### src/rtl/bist_pkg.sv
// Shared definitions for the BIST scheduler: FSM state encoding and a
// width helper used to size counters and unit indices from parameters.
package bist_pkg;

    typedef enum logic [2:0] {
        ST_IDLE   = 3'd0,
        ST_ARM    = 3'd1,
        ST_RUN    = 3'd2,
        ST_GAP    = 3'd3,
        ST_FINISH = 3'd4
    } state_t;

    // Bits needed to index n distinct values; never less than 1.
    function automatic int unsigned clog2(input int unsigned n);
        int unsigned r;
        int unsigned v;
        r = 0;
        v = (n > 1) ? n - 1 : 0;
        while (v > 0) begin
            r++;
            v = v >> 1;
        end
        return (r == 0) ? 1 : r;
    endfunction

endpackage

### src/rtl/bist_next_unit.sv
// Combinational search for the lowest set mask bit above (or, with i_incl,
// at or above) a given index.
module bist_next_unit
    import bist_pkg::*;
#(
    parameter int   N_UNITS = 4,
    localparam int  UW      = clog2(N_UNITS)
) (
    input  logic [N_UNITS-1:0] i_mask,
    input  logic [UW-1:0]      i_idx,
    input  logic               i_incl,
    output logic [UW-1:0]      o_idx,
    output logic               o_found
);

    always_comb begin
        o_idx   = '0;
        o_found = 1'b0;
        for (int unsigned i = 0; i < N_UNITS; i++) begin
            if (!o_found && i_mask[i] &&
                ((i > 32'(i_idx)) || (i_incl && (i == 32'(i_idx))))) begin
                o_idx   = UW'(i);
                o_found = 1'b1;
            end
        end
    end

endmodule

### src/rtl/bist_scheduler.sv
// Sequences one shared BIST engine across the units selected in a mask,
// collecting per-unit pass/fail/timeout results.
module bist_scheduler
    import bist_pkg::*;
#(
    parameter int   N_UNITS    = 4,
    parameter int   TIMEOUT    = 1023,
    parameter int   GAP_CYCLES = 2,
    localparam int  UW         = clog2(N_UNITS)
) (
    input  logic               clk,
    input  logic               rst_n,
    input  logic               start,
    input  logic               abort,
    input  logic [N_UNITS-1:0] unit_mask,
    input  logic               bist_done,
    input  logic               bist_error,
    output logic               run_sel,
    output logic [UW-1:0]      unit_sel,
    output logic               busy,
    output logic               done,
    output logic [N_UNITS-1:0] pass_vec,
    output logic [N_UNITS-1:0] fail_vec,
    output logic [N_UNITS-1:0] tmo_vec,
    output logic               aborted
);

    localparam int CW = clog2(TIMEOUT + 1);
    localparam int GW = clog2(GAP_CYCLES);
    localparam logic [CW-1:0] CNT_LAST = CW'(TIMEOUT - 1);
    localparam logic [GW-1:0] GAP_LAST = GW'(GAP_CYCLES - 1);

    state_t             r_state,   w_state_nx;
    logic [UW-1:0]      r_ptr,     w_ptr_nx;
    logic [N_UNITS-1:0] r_mask,    w_mask_nx;
    logic [CW-1:0]      r_cnt,     w_cnt_nx;
    logic [GW-1:0]      r_gap,     w_gap_nx;
    logic [N_UNITS-1:0] r_pass,    w_pass_nx;
    logic [N_UNITS-1:0] r_fail,    w_fail_nx;
    logic [N_UNITS-1:0] r_tmo,     w_tmo_nx;
    logic               r_aborted, w_aborted_nx;

    logic [UW-1:0]      w_first_idx, w_next_idx;
    logic               w_first_found, w_next_found;

    bist_next_unit #(.N_UNITS(N_UNITS)) u_first (
        .i_mask  (unit_mask),
        .i_idx   ('0),
        .i_incl  (1'b1),
        .o_idx   (w_first_idx),
        .o_found (w_first_found)
    );

    bist_next_unit #(.N_UNITS(N_UNITS)) u_next (
        .i_mask  (r_mask),
        .i_idx   (r_ptr),
        .i_incl  (1'b0),
        .o_idx   (w_next_idx),
        .o_found (w_next_found)
    );

    always_ff @(posedge clk or negedge rst_n) begin
        if (!rst_n) begin
            r_state   <= ST_IDLE;
            r_ptr     <= '0;
            r_mask    <= '0;
            r_cnt     <= '0;
            r_gap     <= '0;
            r_pass    <= '0;
            r_fail    <= '0;
            r_tmo     <= '0;
            r_aborted <= 1'b0;
        end else begin
            r_state   <= w_state_nx;
            r_ptr     <= w_ptr_nx;
            r_mask    <= w_mask_nx;
            r_cnt     <= w_cnt_nx;
            r_gap     <= w_gap_nx;
            r_pass    <= w_pass_nx;
            r_fail    <= w_fail_nx;
            r_tmo     <= w_tmo_nx;
            r_aborted <= w_aborted_nx;
        end
    end

    always_comb begin
        w_state_nx   = r_state;
        w_ptr_nx     = r_ptr;
        w_mask_nx    = r_mask;
        w_cnt_nx     = r_cnt;
        w_gap_nx     = r_gap;
        w_pass_nx    = r_pass;
        w_fail_nx    = r_fail;
        w_tmo_nx     = r_tmo;
        w_aborted_nx = r_aborted;

        // Abort outranks every other event, including a same-cycle bist_done.
        if (abort && (r_state != ST_IDLE)) begin
            w_state_nx   = ST_IDLE;
            w_aborted_nx = 1'b1;
        end else begin
            case (r_state)
                ST_IDLE: begin
                    if (start) begin
                        w_mask_nx    = unit_mask;
                        w_pass_nx    = '0;
                        w_fail_nx    = '0;
                        w_tmo_nx     = '0;
                        w_aborted_nx = 1'b0;
                        if (w_first_found) begin
                            w_ptr_nx   = w_first_idx;
                            w_state_nx = ST_ARM;
                        end else begin
                            w_state_nx = ST_FINISH;
                        end
                    end
                end
                ST_ARM: begin
                    w_cnt_nx   = '0;
                    w_state_nx = ST_RUN;
                end
                ST_RUN: begin
                    if (bist_done) begin
                        if (bist_error) w_fail_nx[r_ptr] = 1'b1;
                        else            w_pass_nx[r_ptr] = 1'b1;
                        w_gap_nx   = '0;
                        w_state_nx = ST_GAP;
                    end else if (r_cnt == CNT_LAST) begin
                        w_fail_nx[r_ptr] = 1'b1;
                        w_tmo_nx[r_ptr]  = 1'b1;
                        w_gap_nx         = '0;
                        w_state_nx       = ST_GAP;
                    end else begin
                        w_cnt_nx = r_cnt + 1'b1;
                    end
                end
                ST_GAP: begin
                    if (r_gap == GAP_LAST) begin
                        if (w_next_found) begin
                            w_ptr_nx   = w_next_idx;
                            w_state_nx = ST_ARM;
                        end else begin
                            w_state_nx = ST_FINISH;
                        end
                    end else begin
                        w_gap_nx = r_gap + 1'b1;
                    end
                end
                ST_FINISH: w_state_nx = ST_IDLE;
                default:   w_state_nx = ST_IDLE;
            endcase
        end
    end

    assign run_sel  = (r_state == ST_RUN);
    assign unit_sel = r_ptr;
    assign busy     = (r_state != ST_IDLE);
    assign done     = (r_state == ST_FINISH) && !abort;
    assign pass_vec = r_pass;
    assign fail_vec = r_fail;
    assign tmo_vec  = r_tmo;
    assign aborted  = r_aborted;

endmodule

### config.mk
export PLATFORM = sky130hd
export DESIGN_NAME = bist_scheduler
export DESIGN_NICKNAME = d
export VERILOG_FILES = /design/src/rtl/bist_pkg.sv /design/src/rtl/bist_next_unit.sv /design/src/rtl/bist_scheduler.sv
export SDC_FILE = /design/constraint.sdc
export NUM_CORES = 1
export LEC_CHECK = 0
export ABC_AREA = 1
export CORE_ASPECT_RATIO = 1.1
export CORE_MARGIN = 2
export CORE_UTILIZATION = 58
export DETAILED_ROUTE_END_ITERATION = 16
export HOLD_SLACK_MARGIN = 0.1
export PLACE_DENSITY_LB_ADDON = 0.25
export SLEW_MARGIN = 20
export SYNTH_ARGS = -nofsm -noshare
export SYNTH_HDL_FRONTEND = slang
export SYNTH_SLANG_ARGS = --single-unit
### constraint.sdc
create_clock -name clk -period 2.9 [get_ports clk]
set_clock_uncertainty 0.1 [all_clocks]
set_input_delay 0.58 -clock clk [delete_from_list [all_inputs] [get_ports clk]]
set_output_delay 0.58 -clock clk [all_outputs]
set_load 0.01 [all_outputs]
### Yosys cells after proc, flatten, opt, wreduce, memory -nomap -nowiden

Cells that the tools add are included.
W data, S select, Z words.

| word-level totals | value |
|---|---|
| word-level logic and storage cells | 122 |
| register bits after elaboration | 33 |
| input bits | 10 |
| output and inout port bits | 18 |

| operators by class | value |
|---|---|
| reductions and logical operators | 34 |
| add/subtract/negate cells | 2 |
| eq/ne operators | 19 |
| mux-type cells | 49 |
| $lt $le $gt $ge | 5 |
| bitwise operators | 4 |

Operator list:

| cell | count |
|---|---|
| $mux W4 | 8 |
| $pmux W4 S2 | 3 |
| $mux W3 | 7 |
| $mux W10 | 2 |
| $pmux W10 S2 | 1 |
| $mux W1 | 16 |
| $mux W2 | 8 |
| $reduce_and A5 Y1 | 3 |
| $ne A2 B2 Y1 const B | 6 |
| $or A4 B4 Y4 | 3 |
| $pmux W3 S4 | 1 |
| $reduce_bool A2 Y1 | 6 |
| $logic_and A1 B1 Y1 | 11 |
| $add A10 B1 Y10 const B | 1 |
| $eq A10 B10 Y1 const B | 1 |
| $ne A3 B3 Y1 const B | 3 |
| $reduce_and A3 Y1 | 3 |
| $eq A3 B2 Y1 const B | 2 |
| $logic_not A1 Y1 | 6 |
| $ne A2 B1 Y1 const B | 3 |
| $reduce_and A6 Y1 | 1 |
| $gt A2 B2 Y1 const A | 2 |
| $ne A4 B2 Y1 const B | 1 |
| $pmux W2 S2 | 1 |
| 14 further kinds | 14 |

### Longest topological paths before layout

| depth | value |
|---|---|
| depth in word-level cells | 15 |
| gate-level depth with buffers | 9 |

### By module

From an unflattened synthesis, not the netlist that was laid out.

| unflattened totals | value |
|---|---|
| cell total of the unflattened synthesis | 298 |
| area total of the unflattened synthesis | 2139.6 µm² |

By module, submodules not included:

| module | times used | area each (µm²) | sequential area each (µm²) | cells each |
|---|---|---|---|---|
| bist_scheduler | 1 | 1924.3 | 825.8 | 254 |
| bist_next_unit | 2 | 107.6 | 0.0 | 22 |

### Least setup slack after synthesis

Ideal clock, no wire load.

| timing path | value |
|---|---|
| path type | in2out |
| start | in abort |
| end | out done |
| stages on the path | 1 |
| slack | 1.234 ns |
| data arrival time | 0.986 ns |
| cell sequence | nor4_1 |

| between the ends | value |
|---|---|
| longest elaborated chain between the ends | 2 |

RTL lines:

| item | RTL line | source |
|---|---|---|
| start, declared | bist_scheduler.sv:14 | `input logic abort,` |
| $logic_not A1 Y1 | bist_scheduler.sv:158 | `assign done = (r_state == ST_FINISH) && !abort;` |
| $logic_and A1 B1 Y1 | bist_scheduler.sv:158 |  |
| end, declared | bist_scheduler.sv:21 | `output logic done,` |

No other way between the ends.

### Worst setup path in the final report

| timing path | value |
|---|---|
| start | reg r_state[1] |
| end | out run_sel |

| between the ends | value |
|---|---|
| longest elaborated chain between the ends | 1 |

RTL lines:

| item | RTL line | source |
|---|---|---|
| start, declared | bist_scheduler.sv:33 | `state_t r_state, w_state_nx;` |
| start signal, assigned | bist_scheduler.sv:74 | `r_state <= w_state_nx;` |
| $eq A3 B2 Y1 | bist_scheduler.sv:155 | `assign run_sel = (r_state == ST_RUN);` |
| end, declared | bist_scheduler.sv:18 | `output logic run_sel,` |

No other way between the ends.

==> results.md <==
* Worst reg-to-reg path cell count at 8
* CP Data Required Time at 2220 ps
* TritonCTS sink count at 32
* Worst reg2reg path startpoint: r_state[0]$_DFFE_PN0P_
* Initial antenna violation count at 0
* Cell Pwr Density at 885 mW/mm²
* Hold depth at 1
* Sequential power share at 33.6%
* Tot GR Track Use at 25.6%
* Tmin final at 2700 ps
* Mean area per synthesized cell at 7.41 µm²
* Pin count of the biggest net entering global routing at 33
* Post-synthesis sequential area ratio at 41.9%
* Share of cells above drive strength 1 at 10.0%
* CTS tree: built
* Final cycle utilization of the critical path at 93.2%
* Resize count post-CTS at 0
* H-Tree Level Count at 2
* Clock-pin slew on the worst setup and hold paths at 100 ps
* 1st-pass router iterations at 10
* Final core occ at 73.3%
* CP startpoint: r_state[1]$_DFFE_PN0P_
* VDD IR max at 0.526 mV
* CP Launch Type: flop
* Row count at 21
* Area Growth Syn to Fin at 18.9%
* Count of final hold-check violations at 0
* WHS at 408 ps
* Core area at 0.00310 mm²
* Routed wire per std cell at 12.8 µm
* Die X at 58.7 µm
* Vias at 1,743
* Setup tns final at 0 ps
* Sw Share at 43.6%
* Initial cell density of the core at 61.7%
* Worst slew pin tran at 488 ps
* Comb pwr share at 49.3%
* Failing checks: DRC
* Worst Hold Path EP: r_mask[2]$_DFFE_PN0P_
* Synth Register Bits at 32
* Critical R2R Capture: tmo_vec[2]$_DFFE_PN0P_
* Final setup viols at 0
* Max-cap violations at 0
* Int Power at 1.13 mW
* Clock Path Buffers at 2
* CTS buffer count at 5
* Number of remaining DRC errors at 2
* Worst min-delay path class: flop to flop
* Switching Power at 0.876 mW
* Ys Warns at 0
* Crit Path Max Fanout at 12
* Number of port buffers at 27
* Diode count at 0
* Syn Nets at 270
* Rel. slew slack at 67.4%
* Status: finished, violations left
* Slew Limit Fails at 0
* Clock Tree Root: clkbuf_4
* Mapped cell area at 0.00191 mm²
* Synth unique cells at 26
* Hold Path Origin: r_mask[2]$_DFFE_PN0P_
* Chip height at 64.2 µm
* Hold buffers post-CTS at 0
* Hpwl dp at 3.04 mm
* Gate Count Post-Synth at 258
* Congestion Overflow GR at 0
* Boundary pin count at 28
* F_max at 0.370 GHz
* # nets final at 301
* Post-CTS Setup Bufs at 0
* Nature of the critical path endpoint: output pin
* Post-route ant nets at 0
* First-pass GRT wire length at 7.40 mm
* Vias in the first global route at 1,750
* Wirelength, routed at 4.13 mm
* RD Place Congestion at 0.862
* Skew-Pair Late Insertion Delay at 350 ps
* Layout filler cell count at 246
* Via density per instance at 5.38
* Type of the worst setup path: flop to output pin
* Clock power share at 17.1%
* Lkg Pwr at 1.10 nW
* RSZ-0062 raised after global routing: false
* Die ar. at 0.00377 mm²
* FF-to-FF setup slack at 1100 ps
* Detailed Route Iter0 Violations at 70
* Worst EP arrival at 2020 ps
[metal layers]
layer | wire, µm | GRT usage, %
met1 | 1780 | 30.7
met2 | 2120 | 42.9
met3 | 159 | 6.28
met4 | 73 | 10.5
met5 | 0 | 0
[cell usage after synthesis]
cell / n / area share (%)
nand2_4: 2 / 1.2
inv_2: 4 / 0.79
a21oi_1: 9 / 2.4
nand2_1: 79 / 16
nor4_1: 1 / 0.33
dfrtp_1: 32 / 42
buf_6: 3 / 1.8
o22a_2: 1 / 0.52
nand3_4: 2 / 1.8
buf_2: 1 / 0.26
o21ai_0: 9 / 2.4
nor2_4: 3 / 1.8
nor2_2: 2 / 0.65
o21bai_1: 1 / 0.39
mux2_2: 2 / 1.2
o21ai_1: 11 / 2.9
nand3_1: 26 / 6.8
nand4_1: 7 / 2.3
xnor2_1: 2 / 0.92
nand2_2: 2 / 0.65
ha_1: 2 / 1.3
nor2_1: 29 / 5.7
o21a_1: 1 / 0.39
inv_1: 25 / 4.9
or2_2: 1 / 0.33
nor2_8: 1 / 1.0
[through the flow]
step,setup WS [ps],power [mW],std cells,cell area [µm²]
2_1_floorplan,1230,1.37,258,1910
3_3_place_gp,396,1.65,316,2190
3_5_place_dp,327,1.67,316,2190
4_1_cts,203,2.02,324,2270
5_1_grt,86.6,2.18,324,2270
6_report,197,2.01,324,2270
[cells in the final DEF, fill, tap and decap left out, types with 2 or more instances in the layout]
cell type,instances
a21oi_1,9
clkbuf_4,5
clkdlybuf4s50_1,27
dfrtp_1,32
ha_1,2
inv_1,25
inv_2,4
mux2_2,2
nand2_1,79
nand2_2,2
nand2_4,2
nand3_1,26
nand3_4,2
nand4_1,7
nor2_1,29
nor2_2,2
nor2_4,3
o21ai_0,9
o21ai_1,11
xnor2_1,2
[final cells by class]
cell class	count	area [µm²]	share of cell area, %
Timing Repair Buffer	28	278	12.2
Inverter	29	109	4.79
Clock buffer	5	37.5	1.65
Sequential cell	32	801	35.2
Tap cell	34	42.5	1.87
Clock inverter	3	42.5	1.87
Multi-Input combinational cell	193	963	42.4
[registers in the layout, indices dropped and copies added (netlist names)]
signal and count:
r_cnt 10, fail_vec 4, pass_vec 4, tmo_vec 4, r_mask 3, r_state 3, unit_sel 2, aborted 1
r_gap 1
[power groups by stage]
stage          sequential [mW]  combinational (mW)  clock [mW]
3_5_place_dp             0.682               0.987           0
5_1_grt                  0.696                1.11       0.373
6_report                 0.675               0.992       0.344
4_1_cts                  0.675               0.996       0.351
2_1_floorplan            0.699               0.669           0
3_3_place_gp             0.681               0.973           0
[cells by family (layout without fill, tap and decap cells)]
logic type	Yosys count	in the layout	share of synthesized area (%)
XOR/XNOR	2	2	0.916
flip-flops	32	32	41.9
AO/OA/AOI/OAI	32	32	8.90
AND/OR/NAND/NOR	155	155	38.1
multiplexers	2	2	1.18
buffers and inverters	33	65	7.72
adder cells (fa/ha/maj)	2	2	1.31
[worst max-delay path, cell delays in order (launching register included)]
cell,delay [ps]
dfrtp_1,450
inv_2,80
nor2_4,120
nand2_2,200
inv_2,250
clkdlybuf4s50_1,570
[worst max path at each step]
stage                    to  slack (ps)  depth (start not counted)
global route        run_sel          90                          5
global placement       done         400                          3
CTS                 run_sel         200                          5
detailed placement     done         330                          3
finish              run_sel         200                          5
floorplan              done        1230                          1
Note: power is estimated with default switching activity, not from simulation.
